File: config.mk
export PLATFORM = sky130hd
export DESIGN_NAME = serial_subtractor
export DESIGN_NICKNAME = d
export VERILOG_FILES = /design/src/rtl/serial_subtractor_pkg.sv /design/src/rtl/serial_subtractor_1bit.sv /design/src/rtl/serial_subtractor.sv
export SDC_FILE = /design/constraint.sdc
export NUM_CORES = 1
export LEC_CHECK = 0
export CORE_MARGIN = 2
export CORE_UTILIZATION = 46
export DETAILED_ROUTE_END_ITERATION = 8
export PLACE_DENSITY_LB_ADDON = 0.15
export SYNTH_ARGS = -nofsm -noshare
export SYNTH_HDL_FRONTEND = slang
export SYNTH_HIERARCHICAL = 1
export SYNTH_SLANG_ARGS = --single-unit
File: constraint.sdc
create_clock -name clk -period 1.5 [get_ports clk]
set_clock_uncertainty 0.2 [all_clocks]
set_input_delay 0.3 -clock clk [delete_from_list [all_inputs] [get_ports clk]]
set_output_delay 0.3 -clock clk [all_outputs]
set_load 0.05 [all_outputs]
File: src/rtl/serial_subtractor_pkg.sv
// Shared definitions for the bit-serial subtractor: FSM state encoding and default width.
package serial_subtractor_pkg;

    localparam int DEFAULT_WIDTH = 8;

    typedef enum logic [1:0] {
        S_IDLE = 2'd0,
        S_RUN  = 2'd1,
        S_DONE = 2'd2
    } state_t;

endpackage

File: src/rtl/serial_subtractor_1bit.sv
// Single-bit full subtractor: d = a - b - bi, with the borrow passed on to the next stage.
import serial_subtractor_pkg::*;

module subtractor_1bit (
    input  logic a,
    input  logic b,
    input  logic bi,
    output logic d,
    output logic bo
);

    assign d  = a ^ b ^ bi;
    assign bo = (~a & b) | (~(a ^ b) & bi);

endmodule

File: src/rtl/serial_subtractor.sv
// Bit-serial subtractor: diff = a - b, one bit per clock LSB-first, using a single full-subtractor stage.
import serial_subtractor_pkg::*;

module serial_subtractor #(
    parameter int WIDTH = DEFAULT_WIDTH
) (
    input  logic             clk,
    input  logic             rst,
    input  logic             start,
    input  logic [WIDTH-1:0] a,
    input  logic [WIDTH-1:0] b,
    output logic             busy,
    output logic             done,
    output logic [WIDTH-1:0] diff,
    output logic             borrow_out,
    output logic             overflow
);

    localparam int CW = $clog2(WIDTH) + 1;

    state_t           state;
    state_t           state_next;
    logic [WIDTH-1:0] a_sh;
    logic [WIDTH-1:0] b_sh;
    logic [WIDTH-2:0] d_sh;
    logic             borrow_q;
    logic [CW-1:0]    count;
    logic             a_msb;
    logic             b_msb;
    logic             d_bit;
    logic             bo_bit;
    logic             load;
    logic             last;

    subtractor_1bit u_fullsub (
        .a  (a_sh[0]),
        .b  (b_sh[0]),
        .bi (borrow_q),
        .d  (d_bit),
        .bo (bo_bit)
    );

    always_comb begin
        state_next = state;
        load       = 1'b0;
        last       = 1'b0;
        case (state)
            S_IDLE: begin
                if (start) begin
                    load       = 1'b1;
                    state_next = S_RUN;
                end
            end
            S_RUN: begin
                if (count == CW'(WIDTH - 1)) begin
                    last       = 1'b1;
                    state_next = S_DONE;
                end
            end
            S_DONE: begin
                if (start) begin
                    load       = 1'b1;
                    state_next = S_RUN;
                end else begin
                    state_next = S_IDLE;
                end
            end
            default: state_next = S_IDLE;
        endcase
    end

    assign busy = (state == S_RUN);
    assign done = (state == S_DONE);

    // d_sh collects the lower WIDTH-1 result bits; the final bit joins them only when the
    // result is published, so diff never shows partial shift contents.
    always_ff @(posedge clk) begin
        if (rst) begin
            state      <= S_IDLE;
            a_sh       <= '0;
            b_sh       <= '0;
            d_sh       <= '0;
            borrow_q   <= 1'b0;
            count      <= '0;
            a_msb      <= 1'b0;
            b_msb      <= 1'b0;
            diff       <= '0;
            borrow_out <= 1'b0;
            overflow   <= 1'b0;
        end else begin
            state <= state_next;
            if (load) begin
                a_sh     <= a;
                b_sh     <= b;
                a_msb    <= a[WIDTH-1];
                b_msb    <= b[WIDTH-1];
                borrow_q <= 1'b0;
                count    <= '0;
            end else if (state == S_RUN) begin
                a_sh     <= a_sh >> 1;
                b_sh     <= b_sh >> 1;
                d_sh     <= (WIDTH-1)'({d_bit, d_sh} >> 1);
                borrow_q <= bo_bit;
                count    <= count + CW'(1);
            end
            if (last) begin
                diff       <= {d_bit, d_sh};
                borrow_out <= bo_bit;
                overflow   <= (a_msb ^ b_msb) & (d_bit ^ a_msb);
            end
        end
    end

endmodule

# [Word-level counts from Yosys, hierarchy flattened]
# Cells that the tools add are included.
[word_totals] reg_bits=42 elab_cells=46
[op_classes] addsub=1 n_eq_ne=5 mux=12 n_bitwise=11 n_reduce_logical=6
[op_table] cell="two-way mux 8 bit" count=4
[op_table] cell="one-hot mux 2 bit (3 select lines)" count=1
[op_table] cell="two-way mux 1 bit" count=5
[op_table] cell="adder 4 x 1 -> 4 bit (second input constant)" count=1
[op_table] cell="== test 4 x 3 -> 1 bit (second input constant)" count=1
[op_table] cell="two-way mux 2 bit" count=2
[op_table] cell="AND reduction 2 bit" count=2
[op_table] cell="OR reduction 2 bit" count=2
[op_table] cell="bitwise XOR 1 bit" count=4
[op_table] cell="bitwise AND 1 bit" count=3
[op_table] cell="inverter 1 bit" count=3
[op_table] cell="== test 2 x 1 -> 1 bit (second input constant)" count=1
[op_table] cell="== test 2 bit (second input constant)" count=1
[op_table] cell="zero test 2 bit" count=1
[op_table] cell="inequality test 2 x 1 -> 1 bit (second input constant)" count=1
[op_table] cell="inequality test 2 bit (second input constant)" count=1
[op_table] cell="nonzero test 2 bit" count=1
[op_table] cell="bitwise OR 1 bit" count=1

# [Depth between registers and ports, before layout]
[logic_depth] depth_word=5 ltp_mapped=6 ltp_nobuf=5

# [Cells and area by module]
# The synthesis kept the hierarchy.
[by_module_without_submodules] mod="serial_subtractor" instances=1 cells_each=197 area_each_um2=1650.3 seq_area_each_um2=840.8
[by_module_without_submodules] mod="subtractor_1bit" instances=1 cells_each=4 area_each_um2=31.3 seq_area_each_um2=0.0

# [Worst setup path before layout]
# Ideal clock, no wire load.
[synth_path] path_type="reg2reg" start="register b_sh[0]" end="register overflow" setup_time_ns=0.091 t_arrival_ns=1.311 t_required_ns=1.209 path_slack_ns=-0.101 path_stages_with_launch=6 n_path_buf=0 synth_period_minus_slack_ns=1.601 cell_sequence="dfxtp_1 > inv_1 > fa_1 > and3b_1 > a21oi_1 > a311oi_1"
[synth_between] elab_chain_cells=4
[synth_lines] element="from (decl)" line_no="serial_subtractor.sv:24" source="logic [WIDTH-1:0] b_sh;"
[synth_lines] element="from (signal assigned)" line_no="serial_subtractor.sv:101" source="b_sh <= b_sh >> 1;"
[synth_lines] element="bitwise XOR 1 bit (2 in series)" line_no="serial_subtractor_1bit.sv:12" source="assign d = a ^ b ^ bi;"
[synth_lines] element="net d_bit" line_no="serial_subtractor.sv:30" source="logic d_bit;"
[synth_lines] element="bitwise XOR 1 bit" line_no="serial_subtractor.sv:109" source="overflow <= (a_msb ^ b_msb) & (d_bit ^ a_msb);"
[synth_lines] element="bitwise AND 1 bit" line_no="serial_subtractor.sv:109"
[synth_lines] element="to (signal assigned)" line_no="serial_subtractor.sv:109"
[synth_lines] element="to (decl)" line_no="serial_subtractor.sv:16" source="output logic overflow"
# The timed path passes the listed nets, and every way through them passes these cells.
# A chain may end at the register's enable or synchronous reset.

# [Worst setup path after layout]
# Ends and elaborated chain as after synthesis.

==> results.cfg <==
[outcome]
status = finished, violations left
violations = negative setup slack

[clock_tree]
clockBufferDepth = 2
cts_tree = done
htree_levels = 2
root_buffer = clkbuf_4
cts.sinks = 42
insertion_delay_ns = 0.34
clkTransAtPathRegs_ns = 0.12
numCtsBuffers = 5

[floorplanning]
dieArea_um2 = 4160
rows = 21
die_h_um = 64.5
initial_core_util_pct = 49.2
coreArea_um2 = 3420
ioPinCount = 31
die_w_um = 64.5

[place]
gp_congestion = 0.807
dp_hpwl_mm = 2.87
portBuffers = 30

[worst_setup_path]
worstSetupPathType = flip-flop to flip-flop
max_stage_delay_ns = 0.54
crit_slowest_cell = fa_1
worstSetupEndpointType = flip-flop
r2r_slack_ns = -0.20
startpoint_type = flip-flop
cp.arrival_ns = 1.74
cp_cell_sequence = inv_2 > fa_1 > and3b_1 > a21oi_2 > a311oi_1
worstPathRequired_ns = 1.55
rr_endpoint = overflow
crit_fanout = 3
regToRegStartpoint = b_sh[0]
rr_worst_depth = 5

[sta]
worst_pin_slew_ns = 0.229
clock.fmax_ghz = 0.590
setup-violations-final = 5
min_period_over_period_pct = 113
period_minus_slack_ns = 1.70
slew_viol_final = 0
holdWs_ns = 0.268
relSlewSlack_pct = 84.6
worst_slack_ns = -0.195
hold_violations = 0
rsz0062_at_grt = true

[grt]
grt_pass1_vias = 1556
grt_use_met3_pct = 4.51
grt_max_degree = 18
gr-usage-met1_pct = 26.5
track_usage_pct = 21.1
grt-busiest-layer = met2
antenna_found_initial = 0
grt_pass1_wl_mm = 6.88
met2_usage_pct = 36.6
grt_remaining_overflow = 0

[drt]
drtPass1Iterations = 4
ant_nets = 0
drt_first_iter_violations = 71
drc_errors = 0
vias = 1563
vias_per_cell = 5.35
drt-total-wl_mm = 4.00
wl_per_cell_um = 13.7

[hold_path]
min_path_type = flip-flop to flip-flop
hold_path_depth = 2
min_from = d_sh[0]
whs_endpoint = d_sh[0]

[synthesis]
ys.warnings.count = 6
synth.distinct_cells = 26
synthTopCellsByArea = dfxtp_1, a21oi_1, nand2_1
synth_largest_area_cell = dfxtp_1
ys_seq_area_share_pct = 50.0
synth_top_cell_area_share_pct = 50.0
netlist_instances = 201
avgSynthCellArea_um2 = 8.37
synth_fp_nets = 222
syn-cell-area_um2 = 1680
synth_seq_cells = 42

[layout]
postLayoutCoreUtil_pct = 70.8
final_nets = 266
area_growth_pct = 43.8
diodes = 0
drive_above_1_share_pct = 26.4

[power_and_ir_drop]
ir_drop_uv = 679
internal-power_mw = 1.59
total_power_mw = 2.15
p_seq_share_pct = 55.6
power_frac_comb_pct = 18.0
p_leak_nw = 0.879
p_per_area_nw_per_um2 = 891
netSwitchingPower_mw = 0.560
pwr-share-clk_pct = 26.4
swShare_pct = 26.0

[job]
cap_violations = 0
==> metal layers <==
layer	vias up	wire [um]	share of wire (%)
li1	785	-	-
met1	734	1710	43
met2	39	2070	52
met3	5	169	4.2
met4	0	44	1.1
met5	-	0	0
==> flip-flops by register name, summed over array words and instances, names as in the netlist <==
| signal | cells |
|---|---|
| a_msb | 1 |
| a_sh | 8 |
| b_msb | 1 |
| b_sh | 8 |
| borrow_out | 1 |
| borrow_q | 1 |
| count | 4 |
| d_sh | 7 |
| diff | 8 |
| overflow | 1 |
| state | 2 |
==> timing repair <==
action / 4_1_cts / 5_1_grt
endpoints found under the setup margin: 8 / 15
buffers inserted: 3 / 0
gates resized for setup: 14 / 12
hold buffers: 0 / 0
gates cloned: 0 / 0
pin swaps: 2 / 1
==> cells in the final DEF, fill, tap and decap left out, drive strengths merged, types with 3 or more instances in the layout <==
| cell | instances |
|---|---|
| clkdlybuf4s50 | 18 |
| clkbuf | 7 |
| nor3 | 13 |
| o21ai | 10 |
| o22ai | 6 |
| a21oi | 28 |
| a311oi | 7 |
| inv | 4 |
| nand2 | 34 |
| nor2 | 10 |
| dfxtp | 42 |
| buf | 36 |
| nand3 | 14 |
| nand2b | 3 |
==> worst max-delay path: cells and delay by family, from the launching register on <==
kind	cells	cell delay, ns
fa+ha+maj	1	0.54
flops	1	0.35
compound gates	2	0.27
simple gates	1	0.20
buf+inv	1	0.04
==> synth_stat cells <==
| cell type | instances |
|---|---|
| and2b_1 | 2 |
| buf_6 | 2 |
| nor2_1 | 10 |
| o21ai_0 | 10 |
| nand3_1 | 14 |
| a311oi_1 | 7 |
| o22ai_1 | 6 |
| a21oi_1 | 28 |
| xor2_1 | 1 |
| nand2_1 | 34 |
| dfxtp_1 | 42 |
| buf_4 | 3 |
| clkbuf_1 | 6 |
| inv_1 | 3 |
| inv_4 | 1 |
| nand3b_1 | 2 |
| fa_1 | 1 |
| nand2b_1 | 3 |
| and3b_1 | 2 |
| buf_1 | 1 |
| buf_2 | 5 |
| ha_1 | 1 |
| a22oi_1 | 2 |
| nor3_1 | 13 |
| xnor2_1 | 1 |
| or3_1 | 1 |
==> logic make-up after synthesis <==
logic type	share of synthesized area [%]
simple gates	22.2
xor+xnor	1.04
flops	50.0
compound gates	18.1
fa+ha+maj	1.93
buf+inv	6.77
==> worst max path at each step <==
stage,start,to,slack [ns],cells past startpoint
6_report,b_sh[0],overflow,-0.20,5
2_1_floorplan,borrow_q,overflow,-0.04,5
4_1_cts,b_sh[0],overflow,-0.16,5
5_1_grt,b_sh[0],overflow,-0.28,5
3_5_place_dp,start,a_sh[3],-0.22,5
3_3_place_gp,start,a_sh[0],-0.08,5
==> power by group through the flow <==
stage | Sequential [mW] | Clock, mW | Combinational (mW)
after global placement | 1.22 | 0 | 0.329
after global routing | 1.21 | 0.636 | 0.423
final | 1.20 | 0.569 | 0.388
after floorplan | 1.21 | 0 | 0.194
after detailed placement | 1.22 | 0 | 0.341
after CTS | 1.20 | 0.590 | 0.370
==> layout make-up <==
class	instances	area (um2)
flip-flops and latches	42	851
repair buffers	54	644
well taps	46	57.6
fillers	276	998
clock inverters	1	5.00
inverters	4	20.0
clock buffers	7	55.1
multi-input cells	138	785
==> metrics by stage <==
| step | std cells | setup TNS [ns] | worst slack, ns | instance area [um2] |
|---|---|---|---|---|
| after floorplan | 201 | -0.0363 | -0.0363 | 1680 |
| after global placement | 281 | -1.35 | -0.0827 | 2250 |
| after detailed placement | 281 | -2.25 | -0.220 | 2250 |
| after CTS | 292 | -0.474 | -0.163 | 2380 |
| after global routing | 292 | -0.850 | -0.278 | 2420 |
| final | 292 | -0.498 | -0.195 | 2420 |
Power figures use the tool's default switching activity.
